`src/rtl/pmem_arb_types.sv`:
```
// -----------------------------------------------------------------------------
// pmem_arb_types
//   Shared types and default widths for the physical-memory arbiter.
//   Contents:
//     PMEM_ADDR_W_DEFAULT  default line-address width
//     PMEM_LINE_W_DEFAULT  default cache-line width in bits
//     arb_state_e          arbiter FSM state encoding
// -----------------------------------------------------------------------------
package pmem_arb_types;

  localparam int PMEM_ADDR_W_DEFAULT = 32;
  localparam int PMEM_LINE_W_DEFAULT = 256;

  typedef enum logic [1:0] {
    ST_IDLE    = 2'd0,
    ST_SERVE_I = 2'd1,
    ST_SERVE_D = 2'd2,
    ST_RELEASE = 2'd3
  } arb_state_e;

endpackage : pmem_arb_types

```
`src/rtl/pmem_arbiter.sv`:
```
// -----------------------------------------------------------------------------
// pmem_arbiter
//   Shares one physical-memory port between the instruction cache (I side)
//   and the data-side victim cache (D side). One line transfer is in flight
//   at a time; each transfer is followed by a single RELEASE cycle so that a
//   client lowering its request after its resp is never served twice.
//
//   Configuration macro:
//     PMEM_ARB_ROUND_ROBIN_EN  defined   : simultaneous requests go to the
//                                          client not served last
//                              undefined : fixed priority, D side wins
//
//   Ports:
//     clk, rst              clock, synchronous active-high reset
//     i_addr, i_read        I-side line address / read request
//     i_rdata, i_resp       I-side returned line / one-cycle completion
//     d_addr, d_read,       D-side line address / read request /
//     d_write, d_wdata        write (eviction) request / write line
//     d_rdata, d_resp       D-side returned line / one-cycle completion
//     pmem_addr, pmem_read, physical memory address and strobes
//     pmem_write, pmem_wdata  (strobes held until pmem_resp), write line
//     pmem_rdata, pmem_resp physical memory read line and completion
// -----------------------------------------------------------------------------
module pmem_arbiter
  import pmem_arb_types::*;
#(
  parameter int ADDR_W = PMEM_ADDR_W_DEFAULT,
  parameter int LINE_W = PMEM_LINE_W_DEFAULT
) (
  input  logic              clk,
  input  logic              rst,

  input  logic [ADDR_W-1:0] i_addr,
  input  logic              i_read,
  output logic [LINE_W-1:0] i_rdata,
  output logic              i_resp,

  input  logic [ADDR_W-1:0] d_addr,
  input  logic              d_read,
  input  logic              d_write,
  input  logic [LINE_W-1:0] d_wdata,
  output logic [LINE_W-1:0] d_rdata,
  output logic              d_resp,

  output logic [ADDR_W-1:0] pmem_addr,
  output logic              pmem_read,
  output logic              pmem_write,
  output logic [LINE_W-1:0] pmem_wdata,
  input  logic [LINE_W-1:0] pmem_rdata,
  input  logic              pmem_resp
);

  arb_state_e state_q, state_d;
  logic       i_req;
  logic       d_req;
  logic       grant_d;   // meaningful only while some request is present

  assign i_req = i_read;
  assign d_req = d_read | d_write;

`ifdef PMEM_ARB_ROUND_ROBIN_EN
  // Set when the D side received the most recent grant. Reset clears it so
  // the first contested grant goes to the D side.
  logic last_d_q, last_d_d;

  assign grant_d  = d_req & (~i_req | ~last_d_q);
  assign last_d_d = (state_q == ST_IDLE && (i_req || d_req)) ? grant_d : last_d_q;

  always_ff @(posedge clk) begin
    if (rst) last_d_q <= 1'b0;
    else     last_d_q <= last_d_d;
  end
`else
  assign grant_d = d_req;
`endif

  // Next-state logic.
  always_comb begin
    // NOTE: every combinational output gets a default before the case so no
    // path leaves it unassigned, which would infer a latch.
    state_d = state_q;
    case (state_q)
      ST_IDLE: begin
        if (i_req || d_req) state_d = grant_d ? ST_SERVE_D : ST_SERVE_I;
      end
      ST_SERVE_I,
      ST_SERVE_D: begin
        if (pmem_resp) state_d = ST_RELEASE;
      end
      ST_RELEASE: state_d = ST_IDLE;
      default:    state_d = ST_IDLE;
    endcase
  end

  // State register; reset wins even in the middle of a service.
  always_ff @(posedge clk) begin
    // NOTE: state registers use non-blocking assignments so every flop
    // samples the pre-edge values regardless of block evaluation order.
    if (rst) state_q <= ST_IDLE;
    else     state_q <= state_d;
  end

  // Strobes decode straight from the registered state. Responses follow
  // pmem_resp in the same cycle, and pmem_resp outside a service state has
  // no effect anywhere.
  always_comb begin
    pmem_addr  = i_addr;
    pmem_read  = 1'b0;
    pmem_write = 1'b0;
    i_resp     = 1'b0;
    d_resp     = 1'b0;
    case (state_q)
      ST_SERVE_I: begin
        pmem_read = 1'b1;
        i_resp    = pmem_resp;
      end
      ST_SERVE_D: begin
        pmem_addr  = d_addr;
        // Read and write together is an eviction: the write takes it.
        pmem_write = d_write;
        pmem_read  = d_read & ~d_write;
        d_resp     = pmem_resp;
      end
      default: ;
    endcase
  end

  // Data paths are plain wires; only the resp strobes are gated by grant.
  assign pmem_wdata = d_wdata;
  assign i_rdata    = pmem_rdata;
  assign d_rdata    = pmem_rdata;

endmodule : pmem_arbiter

```
`config.mk`:
```
export PLATFORM = sky130hd
export DESIGN_NAME = pmem_arbiter
export DESIGN_NICKNAME = d
export VERILOG_FILES = /design/src/rtl/pmem_arb_types.sv /design/src/rtl/pmem_arbiter.sv
export SDC_FILE = /design/constraint.sdc
export NUM_CORES = 1
export LEC_CHECK = 0
export CORE_AREA = 2 2 536 538
export DETAILED_ROUTE_END_ITERATION = 16
export DIE_AREA = 0 0 538 540
export GPL_ROUTABILITY_DRIVEN = 0
export SLEW_MARGIN = 5
export SYNTH_ARGS = -nofsm -noshare
export SYNTH_HDL_FRONTEND = slang
export SYNTH_SLANG_ARGS = --single-unit
```
`constraint.sdc`:
```
create_clock -name clk -period 4.8 [get_ports clk]
set_clock_uncertainty 0.05 [all_clocks]
set_input_delay 0.72 -clock clk [delete_from_list [all_inputs] [get_ports clk]]
set_output_delay 0.72 -clock clk [all_outputs]
set_load 0.02 [all_outputs]
```
==> reports/qor.yml <==
timing:
  setup_violations: 0
  rsz0062_at_grt: "no"
  fin_tns_setup_ps: 0
  fin_crit_ps: 3302
  period_share: 0.6880
  tightest_slew_ps: 940.2
  relSlewSlack: 0.3732
  fmax_mhz: 302.8
  hold_violations: 0
  slew_violations: 0
floorplan:
  die-area_mm2: 0.2905
  row_count: 196
  ios: 1386
  fp.dieH_um: 540
  core_mm2: 0.2845
  initial_core_util: 0.02236
  die_w_um: 538
cells_and_area:
  largest_reg_flops: 2
  nNetsFinal: 753
  largest-register: "state_q"
  final_cell_mix: "clkdlybuf4s50_1, mux2_2, ha_1, clkbuf_16"
  reg.largest.list: "state_q: 2 flops"
  syn_to_final_growth_pct: 0.9247
  final_util: 0.02256
  multi_input_comb_area_um2: 530.5
  drive_gt1_frac: 0.2303
  seq_area_um2: 40.04
  final_common_cell: "clkdlybuf4s50_1"
  fillers: 34048
global_routing:
  grt_max_degree: 33
  track_usage: 0.1268
  grt_first_pass_wirelength_um: 201000
  antenna_found_initial: 34
  grt.overflow.total: 0
  grt_pass1_vias: 2904
critical_path:
  cp_slowest_cell: "ha_2"
  max_stage_delay_ps: 780
  r2r_cells: 5
  start_kind: "flop"
  endpoint_kind: "primary output"
  rrSetupSlack_ps: 3180
  path_max_fanout: 32
  reg2reg_from: "state_q[1]"
  crit_arrival_ps: 2530
  crit_type: "reg -> out"
  r2r-end: "state_q[0]"
  crit_required_ps: 4030
  critical_path.cell_chain: "inv_1, ha_2, mux2_2, clkdlybuf4s50_1"
clock_tree:
  cts_hold_buf: 0
  postCtsSetupRepairBufs: 0
  cts_root_buf: "clkbuf_16"
  clkLatencyLatePin_ps: 230
  clock_sinks: 2
  clk_pin_slew_ps: 30
  htree_levels: 1
  clockBufferDepth: 2
  cts_tree: "built"
  cts_resized: 0
  cts_made_buffers: 3
logic_synthesis:
  netlist_area_mm2: 0.006360
  synth_flop_cell: "dfxtp_1"
  netlist.area_leader.share: 0.9066
  ys_ff_latch: 2
  syn_inst: 829
  ys_seq_area_frac: 0.006295
  synth_edf_count: 0
  post-synth-top-area-cell: "buf_4"
  synthTopCellsByArea: "buf_4, mux2_2, ha_1"
  yosysWarningCount: 0
  async_reset_ff_frac: 0
  syn_area_per_cell_um2: 7.672
  syn_nets: 1415
  ys_types: 22
power_and_ir_drop:
  power.internal_mw: 0.4928
  power.density_mw_per_mm2: 139.2
  netSwitchingPower_mw: 0.4004
  p_leak_nw: 0.6620
  power_mw: 0.8932
  p_comb_frac: 0.821
  pwr-share-seq: 0.036
  p_clk_frac: 0.143
  swShare: 0.4483
  peakVddDrop_mv: 0.1287
route:
  dr.pass1.iters: 4
  remaining_drc_errors: 0
  met1_length_um: 11930
  wl_met2_um: 80780
  vias: 3074
  wl_met3_um: 92570
  wl_per_cell_um: 49.07
  wl_um: 192800
  ant_nets: 0
  top_layer: "met5"
  vias_per_cell: 0.7822
  drtIter0Drc: 173
worst_hold_path:
  min_from: "state_q[0]"
  hold_depth: 2
  hp-class: "reg -> reg"
  worstHoldEndpoint: "state_q[0]"
run:
  cap_violations: 0
placed_design:
  port-buffer-count: 105
  place_hpwl_um: 189800
status:
  status: "completed"
cell type report:
class | instances | share of cell area
diodes | 3 | 0.001170
clock buffers | 3 | 0.01170
inverters | 2 | 0.001170
multi-input cells | 53 | 0.08265
flip-flops and latches | 2 | 0.006238
well taps | 3762 | 0.7333
repair buffers | 105 | 0.1637
worst max path at each step:
stage,start,to
floorplan,state_q[0],pmem_addr[3]
global placement,state_q[0],pmem_addr[9]
detailed placement,state_q[0],pmem_addr[9]
CTS,state_q[0],pmem_addr[9]
global route,state_q[0],pmem_addr[14]
finish,state_q[0],pmem_addr[23]
synthesized netlist by cell type (all sizes together) (2+ instances only):
cell and number:
and2 3, nor3 2, buf 771, mux2 32, a21oi 3, inv 2, ha 4, dfxtp 2
cells by family after synthesis:
logic type	after synthesis	synth area share
fa+ha+maj	4	0.007870
simple gates	12	0.01279
buf+inv	774	0.9107
compound gates	5	0.005706
flops	2	0.006296
mux	32	0.05666
metrics by stage:
step                std cells  setup slack (ps)  cell area [µm²]  hold WS [ps]
floorplan                 829              2690             6360         448.7
global placement         3924              1642             6336         485.4
detailed placement       3924              1649             6336         538.3
CTS                      3927              1411             6411         558.4
global route             3927              1387             6411         551.6
finish                   3930              1498             6419         586.1
worst max-delay path, delay by kind of cell, from the launching register on:
kind / cells / cell delay [ps]
fa+ha+maj: 1 / 780
buf+inv: 2 / 710
mux: 1 / 420
flops: 1 / 320
per-layer routing:
layer	vias to the layer above	GRT usage
li1	436	-
met1	705	0.02180
met2	1669	0.1902
met3	258	0.2857
met4	6	0.03826
met5	-	0.007995
power groups by stage:
stage                     clock network [mW]  registers [mW]  logic, mW
after floorplan                            0          0.0299       1.32
after detailed placement                   0          0.0320      0.743
after global placement                     0          0.0316      0.732
after CTS                              0.131          0.0314      0.748
final                                  0.128          0.0317      0.733
after global routing                   0.133          0.0320      0.774
Note: power is estimated with default switching activity, not from simulation.
